File: src/rtl/stream_packer_pkg.sv
// Shared constants and state encoding for the sample packer and the averaging stage.
// Both blocks import this package so they agree on frame geometry.
package stream_packer_pkg;

   localparam int SAMPLE_W    = 8;
   localparam int NUM_SAMPLES = 8;
   localparam int FRAME_W     = SAMPLE_W * NUM_SAMPLES;

   // A single-sample frame still needs a one-bit counter to stay legal.
   function automatic int cnt_width(input int n);
      return (n > 1) ? $clog2(n) : 1;
   endfunction

   localparam int CNT_W = cnt_width(NUM_SAMPLES);

   typedef enum logic {
      FILL = 1'b0,
      FULL = 1'b1
   } fill_state_e;

endpackage

File: src/rtl/stream_packer.sv
// Packs NUM_SAMPLES narrow samples MSB-first into one frame behind a valid/ready
// handshake, with one held frame in the assembly buffer and one in the output register.
module stream_packer #(
   parameter int  SAMPLE_W    = stream_packer_pkg::SAMPLE_W,
   parameter int  NUM_SAMPLES = stream_packer_pkg::NUM_SAMPLES,
   localparam int FRAME_W     = SAMPLE_W * NUM_SAMPLES
) (
   input  logic                clk,
   input  logic                rst,
   input  logic [SAMPLE_W-1:0] sample_in,
   input  logic                sample_valid,
   output logic                sample_ready,
   output logic [FRAME_W-1:0]  data_stream,
   output logic                frame_valid,
   input  logic                frame_ready,
   output logic [15:0]         frame_count
);

   import stream_packer_pkg::*;

   localparam int              CW   = cnt_width(NUM_SAMPLES);
   localparam logic [CW-1:0]   LAST = CW'(NUM_SAMPLES - 1);

   fill_state_e         state_q;
   logic [CW-1:0]       cnt_q;
   logic [FRAME_W-1:0]  asm_q;
   logic [FRAME_W-1:0]  out_q;
   logic                fv_q;
   logic [15:0]         fcount_q;

   logic [FRAME_W-1:0]  word_d;
   logic                accept;
   logic                slot_free;
   logic                handshake;

   // Ready depends only on registered state and rst, never on frame_ready.
   assign sample_ready = (state_q == FILL) && !rst;
   assign accept       = sample_valid && sample_ready;
   assign handshake    = fv_q && frame_ready;
   assign slot_free    = !fv_q || frame_ready;
   assign word_d       = (asm_q << SAMPLE_W) | FRAME_W'(sample_in);

   assign data_stream  = out_q;
   assign frame_valid  = fv_q;
   assign frame_count  = fcount_q;

   // NOTE: every state register, including the wide buffers, is cleared on reset so a
   // partial or held frame can never leak into the first frame after reset.
   always_ff @(posedge clk) begin
      if (rst) begin
         state_q  <= FILL;
         cnt_q    <= '0;
         asm_q    <= '0;
         out_q    <= '0;
         fv_q     <= 1'b0;
         fcount_q <= '0;
      end else begin
         if (handshake) begin
            fcount_q <= fcount_q + 16'd1;
            fv_q     <= 1'b0;
         end

         unique case (state_q)
            FILL: begin
               if (accept) begin
                  if (cnt_q == LAST) begin
                     cnt_q <= '0;
                     if (slot_free) begin
                        out_q <= word_d;
                        fv_q  <= 1'b1;
                     end else begin
                        asm_q   <= word_d;
                        state_q <= FULL;
                     end
                  end else begin
                     cnt_q <= cnt_q + CW'(1);
                     asm_q <= word_d;
                  end
               end
            end
            FULL: begin
               if (slot_free) begin
                  out_q   <= asm_q;
                  fv_q    <= 1'b1;
                  state_q <= FILL;
               end
            end
            default: state_q <= FILL;
         endcase
      end
   end

endmodule

File: config.mk
export PLATFORM = sky130hd
export DESIGN_NAME = stream_packer
export DESIGN_NICKNAME = d
export VERILOG_FILES = /design/src/rtl/stream_packer_pkg.sv /design/src/rtl/stream_packer.sv
export SDC_FILE = /design/constraint.sdc
export NUM_CORES = 1
export LEC_CHECK = 0
export CAP_MARGIN = 10
export CORE_MARGIN = 2
export CORE_UTILIZATION = 40
export CTS_CLUSTER_SIZE = 10
export DETAILED_ROUTE_END_ITERATION = 12
export DONT_BUFFER_PORTS = 1
export GPL_ROUTABILITY_DRIVEN = 1
export SLEW_MARGIN = 15
export SYNTH_ARGS = -nofsm -noshare
export SYNTH_HDL_FRONTEND = slang
export SYNTH_SLANG_ARGS = --single-unit
File: constraint.sdc
create_clock -name clk -period 2 [get_ports clk]
set_input_delay 0.4 -clock clk [delete_from_list [all_inputs] [get_ports clk]]
set_output_delay 0.4 -clock clk [all_outputs]
set_load 0.01 [all_outputs]
==> results of run 1 <==
## state kept, by name, summed over array words and instances (netlist names)
signal       flops
data_stream     64
state_q          1
frame_count     16
asm_q           64
cnt_q            3
frame_valid      1
## power by group
group | switching (mW) | internal, mW | leakage (nW) | total, mW
registers | 0.0150 | 2.98 | 1.20 | 3.00
clock network | 1.21 | 1.86 | 0.279 | 3.07
logic | 0.0636 | 0.0343 | 0.546 | 0.0979
## path summary, 6_finish.rpt
check | start | end | slack, ns | cells after the start
setup / recovery | state_q$_SDFF_PP0_ | sample_ready | 0.15 | 2
setup reg to reg | cnt_q[0]$_SDFFE_PP0P_ | data_stream[53]$_SDFFE_PP0P_ | 0.21 | 7
hold / removal | rst | data_stream[21]$_SDFFE_PP0P_ | 0.05 | 1
hold reg to reg | asm_q[58]$_SDFFE_PP0P_ | asm_q[58]$_SDFFE_PP0P_ | 0.45 | 2
## area by class of cell
class,count,area (um2)
flip-flops and latches,149,2990
multi-input cells,467,2730
fillers,1364,7880
clock buffers,22,495
repair buffers,19,196
clock inverters,8,73.8
well taps,184,230
## placed cells by master, fill, tap and decap left out, types with 5 or more instances in the layout
| master | count |
|---|---|
| a211oi_1 | 64 |
| a21oi_1 | 73 |
| buf_4 | 14 |
| clkbuf_16 | 18 |
| dfxtp_1 | 148 |
| mux2i_1 | 66 |
| nand2_1 | 136 |
| nand3_1 | 5 |
| nor2_1 | 78 |
| xor2_1 | 8 |
## critical path: stages, from the launching register on
cell and delay [ns]:
dfxtp_4 0.47, buf_6 0.37, nor2_1 0.15
## logic make-up after synthesis
logic type,synth area share (%)
buf+inv,5.15
xor+xnor,1.46
mux,11.0
flops,49.7
simple gates,16.7
compound gates,15.2
fa+ha+maj,0.834
## through the flow
stage / worst slack, ns / utilization, % / hold WS (ns)
floorplan: 0.297 / - / 0.433
global placement: 0.229 / 42.0 / 0.437
detailed placement: 0.122 / 42.0 / 0.442
CTS: 0.131 / 45.9 / 0.0241
global route: 0.0491 / 46.0 / 0.0329
finish: 0.150 / 46.0 / 0.0486
## per-layer routing
layer | part of all wire (%) | vias up | GRT usage (%)
li1 | - | 2290 | -
met2 | 45 | 94 | 26.0
met5 | 0 | - | 0
met1 | 47 | 2046 | 22.0
met3 | 6.5 | 16 | 6.54
met4 | 1.6 | 0 | 6.40
## cells in the mapped netlist (5+ instances only)
cell and instances:
nand3_1 5, dfxtp_1 149, a211oi_1 64, nor2_1 78, mux2i_1 66, buf_6 9
a21oi_1 73, nand2_1 136, buf_2 16, clkbuf_1 29, xor2_1 8
## repair_timing
action / 4_1_cts / 5_1_grt
cloned: 0 / 1
buffers inserted: 0 / 1
endpoints found under the setup margin: 1 / 18
hold buffers: 0 / 0
gates resized for setup: 1 / 0
==> out/qor.csv, run 1 <==
metric,value,unit
status,completed,
pin count of the biggest net entering global routing,154,
maximum VDD drop,536,uV
total CTS buffers,17,
Root Driver,clkbuf_16,
antenna diode count,0,
post-layout min period,1.85,ns
die width,126,um
gr usage total,17.1,%
first-pass GRT wire length,21800,um
Placeable Area,14600,um2
Die Footprint,16000,um2
Sink Count,149,
sequential share of the synthesized area,49.7,%
DP Wirelength,8430,um
area delta synth->final,11.8,%
Worst Path Max Fanout,31,
Via Count,4446,
largest area contributor in the netlist,dfxtp_1,
Final ANT Viol Nets,0,
startpoint class of the critical path,flip-flop,
drt pass-1 iters,4,
setup TNS,0,ns
worst slew pin tran,0.469,ns
initial antenna violation count,0,
share of cells above drive strength 1,8.87,%
number of synthesized flops with an enable pin,0,
port buffer count,0,
placed cells,817,
Syn. warnings,0,
Post-Syn Area,6000,um2
Iter 0 DRT Violations,227,
clk buf depth,2,
"Clk pin slew, worst setup/hold paths",0.06,ns
I/O Pins,94,
Clock Skew,0.00790,ns
GRT overflow,0,
FMAX,541,MHz
Routed WL,13300,um
max cap viols,0,
Final Non-Filler Cells,849,
crit share post-route,92.5,%
TritonCTS clock tree,built,
Starting Density,41.1,%
Avg WL per Cell,15.7,um
RSZ-0062 raised after global routing,false,
"Primary FF master, synth",dfxtp_1,
largest cells by area after synthesis,"dfxtp_1 50%, mux2i_1 11%, nand2_1 8.5%",
fin area,6710,um2
Syn Inst Count,671,
syn avg cell area,8.94,um2
Critical Path RT,1.60,ns
Worst EP arrival,1.45,ns
Site Rows,44,
PD cells,919,nW/um2
Max H-tree Level,4,
Fin. Hold Viols,0,
final setup vio count,0,
Worst slew margin,68.7,%
leakage,2.03,nW
drt via density,5.24,
library cells used by synthesis,34,
DRC Markers,0,
RePlAce Congestion,0.724,
Final Power,6.17,mW
fraction of registers with async set/reset,0,%
share of the synthesized area in the top cell type,49.7,%
nets@finish,670,
crit end category,output pin,
syn_nets,687,
dpl cell area,6120,um2
kind of critical path,flip-flop to output pin,
vias in the first global route,4216,
clk_lat worst skew,0.42,ns
worst hold-check path type,primary input to flip-flop,
Die Span Y,126,um
Max Slew Vio Count,0,
#FFs+latches synth,149,
Power figures use the tool's default switching activity.
==> inputs of run 2 (changes only) <==
--- a/config.mk
+++ b/config.mk
@@ -8,6 +8,7 @@
 export CAP_MARGIN = 10
 export CORE_MARGIN = 2
 export CORE_UTILIZATION = 40
+export CTS_CLUSTER_DIAMETER = 200
 export CTS_CLUSTER_SIZE = 10
 export DETAILED_ROUTE_END_ITERATION = 12
 export DONT_BUFFER_PORTS = 1
==> results of run 2 <==
The final DEF is identical to that of run 1; final timing and power are the same.
